[config.mk]
export PLATFORM = sky130hd
export DESIGN_NAME = uart_reg_bridge_flat
export DESIGN_NICKNAME = d
export VERILOG_FILES = /design/src/rtl/uart_reg_bridge_if.sv /design/src/rtl/uart_reg_bridge.sv /design/src/flat_wrapper.sv
export SDC_FILE = /design/constraint.sdc
export NUM_CORES = 1
export LEC_CHECK = 0
export ABC_AREA = 1
export CORE_ASPECT_RATIO = 1.25
export CORE_MARGIN = 2
export CORE_UTILIZATION = 58
export CTS_CLUSTER_SIZE = 12
export DETAILED_ROUTE_END_ITERATION = 12
export DONT_BUFFER_PORTS = 1
export GPL_ROUTABILITY_DRIVEN = 0
export PLACE_DENSITY = 0.77
export REMOVE_ABC_BUFFERS = 1
export SETUP_SLACK_MARGIN = 0.05
export SLEW_MARGIN = 15
export SYNTH_ARGS = -nofsm -noshare
export SYNTH_HDL_FRONTEND = slang
export SYNTH_SLANG_ARGS = --single-unit
[constraint.sdc]
create_clock -name clk -period 4.9 [get_ports clk]
set_clock_uncertainty 0.2 [all_clocks]
set_input_delay 0.735 -clock clk [delete_from_list [all_inputs] [get_ports clk]]
set_output_delay 0.735 -clock clk [all_outputs]
set_load 0.005 [all_outputs]
[src/rtl/uart_reg_bridge_if.sv]
// uart_reg_bridge_if
//   Byte handshake between the command bridge and the UART wrapper.
//   master : the bridge (consumes received bytes, requests transmits)
//   slave  : the UART side (delivers received bytes, runs the transmitter)
// Signals
//   rx_data [7:0]  received byte, valid while rx_done is high
//   rx_done        one-cycle pulse, new byte on rx_data
//   tx_data [7:0]  byte to transmit, stable from tx_en until tx_done
//   tx_en          one-cycle transmit request
//   tx_busy        transmitter busy
//   tx_done        one-cycle pulse, transmitted frame complete
interface uart_reg_bridge_if;
    logic [7:0] rx_data;
    logic       rx_done;
    logic [7:0] tx_data;
    logic       tx_en;
    logic       tx_busy;
    logic       tx_done;

    modport master (
        input  rx_data,
        input  rx_done,
        input  tx_busy,
        input  tx_done,
        output tx_data,
        output tx_en
    );

    modport slave (
        output rx_data,
        output rx_done,
        output tx_busy,
        output tx_done,
        input  tx_data,
        input  tx_en
    );
endinterface

[src/rtl/uart_reg_bridge.sv]
// uart_reg_bridge
//   Command responder sitting between the UART receiver and transmitter.
//   Decodes one-byte read/write commands from the receive stream, owns a bank
//   of NREGS 8-bit registers and answers every accepted command with exactly
//   one byte: ACK (0x06) after a write, the register value after a read, or
//   NAK (0x15) on a malformed command, bad address or data-byte timeout.
//
//   Command byte: bit7 = 1 write / 0 read, bits6:4 must be 000, bits3:0 address.
//
// Parameters
//   NREGS    number of registers (1..16), address is always 4 bits
//   TIMEOUT  max clk cycles allowed between a write command and its data byte
//
// Ports
//   clk        system clock, rising edge
//   rst        asynchronous active-low reset
//   bus        uart_reg_bridge_if.master (rx byte stream in, tx request out)
//   regs_out   register bank, reg i at bits [8i+7:8i]
//   wr_strobe  one-cycle pulse on every register write
//   wr_addr    address of the last write
//   err_count  saturating count of NAK and overrun events
//
// Build option
//   UART_REG_BRIDGE_TIMEOUT_EN  when defined, a write command whose data byte
//   does not arrive within TIMEOUT cycles is answered with NAK. When not
//   defined the bridge waits for the data byte indefinitely and TIMEOUT has
//   no effect.
//
// States
//   state    | meaning
//   ---------+-----------------------------------------------------------
//   IDLE     | waiting for a command byte
//   GET_DATA | write accepted, waiting for its data byte
//   SEND     | response ready, waiting for the transmitter to be free
//   WAIT_TX  | response handed to the transmitter, waiting for tx_done
module uart_reg_bridge #(
    parameter int NREGS   = 16,
    parameter int TIMEOUT = 500000
) (
    input  logic                  clk,
    input  logic                  rst,
    uart_reg_bridge_if.master     bus,
    output logic [NREGS*8-1:0]    regs_out,
    output logic                  wr_strobe,
    output logic [3:0]            wr_addr,
    output logic [7:0]            err_count
);

    localparam logic [7:0] ACK    = 8'h06;
    localparam logic [7:0] NAK    = 8'h15;
    localparam logic [4:0] NREGS5 = 5'(NREGS);

    typedef enum logic [1:0] {
        IDLE     = 2'd0,
        GET_DATA = 2'd1,
        SEND     = 2'd2,
        WAIT_TX  = 2'd3
    } state_t;

    state_t     state;
    logic [7:0] regs [NREGS];
    logic [3:0] addr_q;
    logic [7:0] resp;
    logic [7:0] rd_byte;
    logic       cmd_ok;

`ifdef UART_REG_BRIDGE_TIMEOUT_EN
    // Down-counter loaded on entry to GET_DATA; zero is the last cycle the
    // data byte is still accepted, so the NAK goes out TIMEOUT+1 cycles
    // after entering GET_DATA.
    localparam int            TW         = (TIMEOUT > 1) ? $clog2(TIMEOUT) : 1;
    localparam logic [TW-1:0] TIMER_LOAD = TW'(TIMEOUT - 1);
    logic [TW-1:0] timer;
`else
    // TIMEOUT has no effect in this build.
    logic [31:0] unused_timeout;
    assign unused_timeout = 32'(TIMEOUT);
`endif

    function automatic logic [7:0] sat_inc(input logic [7:0] v);
        return (v == 8'hFF) ? v : v + 8'd1;
    endfunction

    // Reserved bits clear and address inside the bank.
    assign cmd_ok = (bus.rx_data[6:4] == 3'b000) &&
                    ({1'b0, bus.rx_data[3:0]} < NREGS5);

    // Explicit mux keeps out-of-range addresses from indexing past the bank.
    always_comb begin
        rd_byte = 8'h00;
        for (int i = 0; i < NREGS; i++) begin
            if (bus.rx_data[3:0] == 4'(i)) begin
                rd_byte = regs[i];
            end
        end
    end

    for (genvar g = 0; g < NREGS; g++) begin : g_regs_out
        assign regs_out[8*g +: 8] = regs[g];
    end

    always_ff @(posedge clk or negedge rst) begin
        if (!rst) begin
            state       <= IDLE;
            bus.tx_en   <= 1'b0;
            bus.tx_data <= 8'h00;
            for (int i = 0; i < NREGS; i++) begin
                regs[i] <= 8'h00;
            end
            wr_strobe   <= 1'b0;
            wr_addr     <= 4'h0;
            err_count   <= 8'h00;
            addr_q      <= 4'h0;
            resp        <= 8'h00;
`ifdef UART_REG_BRIDGE_TIMEOUT_EN
            timer       <= '0;
`endif
        end else begin
            wr_strobe <= 1'b0;
            bus.tx_en <= 1'b0;

            case (state)
                IDLE: begin
                    if (bus.rx_done) begin
                        if (!cmd_ok) begin
                            resp      <= NAK;
                            err_count <= sat_inc(err_count);
                            state     <= SEND;
                        end else if (bus.rx_data[7]) begin
                            addr_q <= bus.rx_data[3:0];
`ifdef UART_REG_BRIDGE_TIMEOUT_EN
                            timer  <= TIMER_LOAD;
`endif
                            state  <= GET_DATA;
                        end else begin
                            resp  <= rd_byte;
                            state <= SEND;
                        end
                    end
                end

                GET_DATA: begin
                    // A byte arriving on the expiry cycle still completes the write.
                    if (bus.rx_done) begin
                        for (int i = 0; i < NREGS; i++) begin
                            if (addr_q == 4'(i)) begin
                                regs[i] <= bus.rx_data;
                            end
                        end
                        wr_strobe <= 1'b1;
                        wr_addr   <= addr_q;
                        resp      <= ACK;
                        state     <= SEND;
                    end
`ifdef UART_REG_BRIDGE_TIMEOUT_EN
                    else if (timer == '0) begin
                        resp      <= NAK;
                        err_count <= sat_inc(err_count);
                        state     <= SEND;
                    end else begin
                        timer <= timer - 1'b1;
                    end
`endif
                end

                SEND: begin
                    // Bytes arriving while a response is pending are dropped.
                    if (bus.rx_done) begin
                        err_count <= sat_inc(err_count);
                    end
                    if (!bus.tx_busy) begin
                        bus.tx_data <= resp;
                        bus.tx_en   <= 1'b1;
                        state       <= WAIT_TX;
                    end
                end

                WAIT_TX: begin
                    if (bus.rx_done) begin
                        err_count <= sat_inc(err_count);
                    end
                    if (bus.tx_done) begin
                        state <= IDLE;
                    end
                end

                default: state <= IDLE;
            endcase
        end
    end

endmodule

[src/flat_wrapper.sv]
// flat-port wrapper written by rule: the top's interface ports become plain ports
module uart_reg_bridge_flat 
#(
    parameter int NREGS   = 16,
    parameter int TIMEOUT = 500000
)
  (clk, rst, regs_out, wr_strobe, wr_addr, err_count, bus_rx_data, bus_rx_done, bus_tx_busy, bus_tx_done, bus_tx_data, bus_tx_en);
  uart_reg_bridge_if bus_i ();
  input  logic clk;
  input  logic rst;
  output logic [NREGS*8-1:0] regs_out;
  output logic wr_strobe;
  output logic [3:0] wr_addr;
  output logic [7:0] err_count;
  input wire logic [$bits(bus_i.rx_data)-1:0] bus_rx_data;
  input wire logic [$bits(bus_i.rx_done)-1:0] bus_rx_done;
  input wire logic [$bits(bus_i.tx_busy)-1:0] bus_tx_busy;
  input wire logic [$bits(bus_i.tx_done)-1:0] bus_tx_done;
  output wire logic [$bits(bus_i.tx_data)-1:0] bus_tx_data;
  output wire logic [$bits(bus_i.tx_en)-1:0] bus_tx_en;
  assign bus_i.rx_data = bus_rx_data;
  assign bus_i.rx_done = bus_rx_done;
  assign bus_i.tx_busy = bus_tx_busy;
  assign bus_i.tx_done = bus_tx_done;
  assign bus_tx_data = bus_i.tx_data;
  assign bus_tx_en = bus_i.tx_en;
  uart_reg_bridge #(.NREGS(NREGS), .TIMEOUT(TIMEOUT)) u_core (.clk(clk), .rst(rst), .bus(bus_i), .regs_out(regs_out), .wr_strobe(wr_strobe), .wr_addr(wr_addr), .err_count(err_count));
endmodule
==> After elaboration in Yosys (flattened, before gate mapping) <==
Index checks and enable logic that the tools add are counted.
{ "word_totals": {"regBits": 164, "latch_bits": 0, "ram_bits": 0, "rom_bits": 0, "input_bits": 13, "word_cells": 133, "n_memories": 0} }
{ "op_classes": {"addsub": 1, "n_mul": 0, "div_mod_pow": 0, "order_cmp": 0, "n_eq_ne": 41, "n_shift": 0, "mux": 37, "bitwise_logic": 1, "reduce_logical": 29} }
{ "ops": {"columns": ["operator", "count"], "rows": [
  ["two-way mux 8 bit", 24],
  ["equality test 4 bit (second input constant)", 16],
  ["AND reduction 3 bit", 16],
  ["equality test 4 x 3 -> 1 bit (second input constant)", 8],
  ["case mux 8 bit (2 select lines)", 2],
  ["equality test 4 x 2 -> 1 bit (second input constant)", 4],
  ["AND reduction 4 bit", 4],
  ["two-way mux 2 bit", 6],
  ["inequality test 2 bit (second input constant)", 5],
  ["adder 8 x 1 -> 8 bit (second input constant)", 1],
  ["equality test 4 x 1 -> 1 bit (second input constant)", 2],
  ["equality test 8 bit (second input constant)", 1],
  ["logical NOT 4 bit", 2],
  ["case mux 2 bit (4 select lines)", 1],
  ["equality test 2 bit (second input constant)", 2],
  ["two-way mux 1 bit", 4],
  ["AND reduction 2 bit", 2],
  ["nonzero test 2 bit", 2],
  ["logical NOT 3 bit", 1],
  ["inequality test 3 bit (second input constant)", 1],
  ["equality test 2 x 1 -> 1 bit (second input constant)", 1],
  ["logical NOT 2 bit", 1],
  ["inequality test 2 x 1 -> 1 bit (second input constant)", 1],
  ["OR reduction 2 bit", 1],
  ["NOT 1 bit", 1]
]} }

==> Depth between registers and ports, before layout <==
{ "logic_depth": {"word_depth": 21, "mapped_depth": 15, "depth_no_buf": 15} }

==> Worst setup path before layout <==
OpenSTA, ideal clock, no wires.
{ "synth_path": {"kind": "in2reg", "from": "input bus_rx_data[5]", "to": "register u_core.resp[2]", "setup_time_ps": 113, "arrival_ps": 1867, "path_slack_ps": 2720, "cell_stages": 11, "n_path_buf": 0, "path_cell_list": "nor3_1 -> inv_1 -> nor2_1 -> nand2_1 -> nand3_1 -> nor2_1 -> nand2_1 -> a21oi_1 -> nand4_1 -> nand2_1 -> inv_1"} }
{ "synth_via": {"elab_chain_cells": 4} }
{ "synth_lines": {"columns": ["element", "line_no", "rtl"], "rows": [
  ["from (decl)", "flat_wrapper.sv:15", "input wire logic [$bits(bus_i.rx_data)-1:0] bus_rx_data;"],
  ["logical NOT 3 bit *", "uart_reg_bridge.sv:85", "assign cmd_ok = (bus.rx_data[6:4] == 3'b000) &&"],
  ["two-way mux 8 bit", "uart_reg_bridge.sv:125", "if (!cmd_ok) begin"],
  ["two-way mux 8 bit", "uart_reg_bridge.sv:124", "if (bus.rx_done) begin"],
  ["case mux 8 bit (2 select lines)", "uart_reg_bridge.sv:122", "case (state)"],
  ["to (signal assigned)", "uart_reg_bridge.sv:136", "resp <= rd_byte;"],
  ["to (decl)", "uart_reg_bridge.sv:63", "logic [7:0] resp;"]
]} }
Every way passes the cells marked *; elsewhere a longest branch is shown, timed or not. The select of a mux whose other input is x is not followed.
A chain may end at the register's enable or synchronous reset.

==> Final worst setup path <==
{ "layout_path": {"from": "register u_core.state[0]", "to": "register u_core.resp[2]"} }
{ "layout_via": {"elab_chain_cells": 3} }
{ "layout_lines": {"columns": ["element", "line_no", "rtl"], "rows": [
  ["from (decl)", "uart_reg_bridge.sv:60", "state_t state;"],
  ["from (signal assigned)", "uart_reg_bridge.sv:104", "state <= IDLE;"],
  ["from (signal assigned)", "uart_reg_bridge.sv:128", "state <= SEND;"],
  ["from (signal assigned)", "uart_reg_bridge.sv:134", "state <= GET_DATA;"],
  ["equality test 2 x 1 -> 1 bit / logical NOT 2 bit (equally long branches)", "uart_reg_bridge.sv:122", null],
  ["inequality test 2 bit (no line) (tied with other cells)", null, null],
  ["AND reduction 4 bit (no line)", null, null]
]} }
Several ways; a longest one is shown, not always the timed one.

==> flow_summary.toml <==
[cells_and_area]
utilization_pct = 65.1
area_growth_pct = 9.76
nNetsFinal = 876
design_area_sq_um = 7920
antennaDiodeCount = 0
drive_above_1_share_pct = 6.43
final_cell_count_no_fill = 1035

[synthesis]
synth_seq_area_share_pct = 56.9
yosys_warnings = 0
syn_area_sq_um = 7220
synthTopCellsByArea = "dfrtp_1 (57%), nand2_1 (16%), o21ai_0 (9.7%)"
yosysTopAreaCellShare_pct = 56.9
syn_inst = 864
avgSynthCellArea_sq_um = 8.35
synth_cell_types = 30
yosys.area.top_type = "dfrtp_1"
ys_ff_latch = 164

[critical_path]
max_stage_delay_ps = 460
arrival_ps = 3020
crit_fanout = 8
cp-start-kind = "flip-flop"
crit_buf_inv = 3
r2r_start = "u_core.state[0]"
r2r_setup_slack_ps = 2000
path_cells = "inv_1, ha_1, inv_1, nor2_1, nand2_1, nand3_1, nor2_1, nand2_1, a21oi_1, nand4_1, nand2_1, inv_1"
path_delay_family = "simple AND/OR/NAND/NOR gates"
cp_slowest_cell = "nor2_1"
setup.worst_path.start = "u_core.state[0]"
cp-end-kind = "flip-flop"
cp.required_ps = 5020
worstSetupPathType = "flip-flop to flip-flop"

[timing]
tns_ps = 0
slew_violations = 0
holdWs_ps = 111
final.period_utilization_pct = 59.2
rsz0062_at_grt = "no"
fin_ws_ps = 2000
finalHoldViolCount = 0
worst_pin_slew_ps = 860
min_period_ps = 2900
setup_violations = 0
fmax_mhz = 345
slew_headroom_pct = 42.6

[detailed_routing]
via_per_inst = 6.11
wl_per_cell_microns = 20.4
routed_wl_microns = 21100
route.detailed.drc = 0
drt_pass1_iterations = 6
drt_iter0_drc = 643
dr_total_vias = 6327
route.antenna.remaining_nets = 0

[power]
peakVddDrop_uv = 284
p_leak_nw = 3.68
p_total_mw = 4.25
power_density_nw_per_um2 = 537

[clock_tree]
htreeDepth = 4
cts_num_sinks = 164
insertion_delay_ps = 430
clockBufferDepth = 2
cts_buffers = 17
cts_tree = "yes"
clk_pin_slew_worst_paths_ps = 60
cts-root-buf = "clkbuf_16"
post_cts_resized = 0

[global_routing]
grt_pass1_vias = 5950
antenna_found_initial = 0
grtUsageTotal_pct = 32.1
grt-ovfl-total = 0
grt_max_degree = 165
grt_pass1_wl_microns = 33000

[run_status]
status = "complete, no violations"

[floorplanning]
rows = 45
die_w_microns = 104
initial_core_util_pct = 59.4
die_h_microns = 129
ios = 163
core_sq_um = 12200
die-area_sq_um = 13400

[placed_design]
dp_hpwl_microns = 14700
dpl_cell_area_sq_um = 7320
place_inst = 1002
post-place-ws_ps = 1790
numPortBuffers = 0

[worst_hold_path]
hold_path.class = "input port to asynchronous set/reset pin"

[run]
cap_violations = 0
[report_power, final]
part | internal (mW) | switching (mW) | total [mW]
combinational | 0.263 | 0.461 | 0.725
clock | 0.742 | 0.546 | 1.29
sequential | 1.75 | 0.486 | 2.24
total | 2.76 | 1.49 | 4.25
[final timing paths]
kind | to | cells after the start
min in group clk | u_core.addr_q[1] | 2
worst max-delay path | u_core.resp[2] | 12
worst min-delay path | u_core.err_count[2] | 1
worst max register to register | u_core.resp[2] | 12
worst min register to register | u_core.bus.tx_data[5] | 2
max in group asynchronous | u_core.regs_out[64] | 1
[placed cells by master (no fill, tap or decap)]
cell type   synthesis  layout
or2_2               6       6
nor2_4              3       3
o211ai_1            1       1
a31oi_1             1       1
inv_1              51      51
ha_1                5       5
xnor2_1             4       4
dfrtp_1           164     164
clkinv_4            0       3
xor2_1              3       3
clkinvlp_4          0       4
nand2_1           300     300
a21oi_1            28      28
buf_16              0       1
nor3_1              9       9
bufinv_16           0       1
nand2_2             7       7
o22ai_1             1       1
nand3b_1            1       1
inv_6               0       1
clkinv_2            0       1
or2_1               1       1
nor2_2              4       4
clkinv_1            1       1
clkbuf_1           24       2
nand3_1            31      31
clkbuf_16           0      17
clkbuf_8            0       3
and3_1              1       1
a221oi_1            1       1
nor2_1             51      51
or2_0               1       1
mux2_2              1       1
inv_2               4       4
o21ai_0           140     140
nand4_1            18      18
[layer usage]
layer	global-route usage [%]	wire length [microns]
met1	39.5	7650
met2	53.1	10100
met3	10.1	2480
met4	13.8	901
met5	0	0
[cell usage after synthesis, drive strengths merged]
library cell / count
a21oi: 28
a221oi: 1
a31oi: 1
and3: 1
buf: 2
clkbuf: 24
clkinv: 1
dfrtp: 164
ha: 5
inv: 55
mux2: 1
nand2: 307
nand3: 31
nand3b: 1
nand4: 18
nor2: 58
nor3: 9
o211ai: 1
o21ai: 140
o22ai: 1
or2: 8
xnor2: 4
xor2: 3
[layout make-up]
cell class	count	area, sq um
tap	164	205
fill	1048	4240
clock inverter	10	100
sequential	164	4100
multi-input combinational	618	2800
timing repair buffer	1	27.5
clock buffer	22	474
inverter	56	210
[timing repair]
| action | 4_1_cts | 5_1_grt |
|---|---|---|
| hold buffers | 1 | 0 |
| hold endpoints to repair | 164 | 0 |
| buffers inserted | 0 | 0 |
[state kept, by name, indices dropped and copies added, names as in the netlist]
register	flops
u_core.addr_q	4
u_core.bus.tx_data	8
u_core.bus.tx_en	1
u_core.err_count	8
u_core.regs_out	128
u_core.resp	8
u_core.state	2
u_core.wr_addr	4
u_core.wr_strobe	1
[kinds of logic (layout without fill, tap and decap cells)]
group,after synthesis,in the layout,synth area share [%]
AND/OR/NAND/NOR,433,433,24.9
AO/OA/AOI/OAI,172,172,12.0
flip-flops,164,164,56.9
buffers and inverters,82,89,4.33
XOR/XNOR,7,7,0.849
adder cells (fa/ha/maj),5,5,0.867
multiplexers,1,1,0.156
Power figures use the tool's default switching activity.
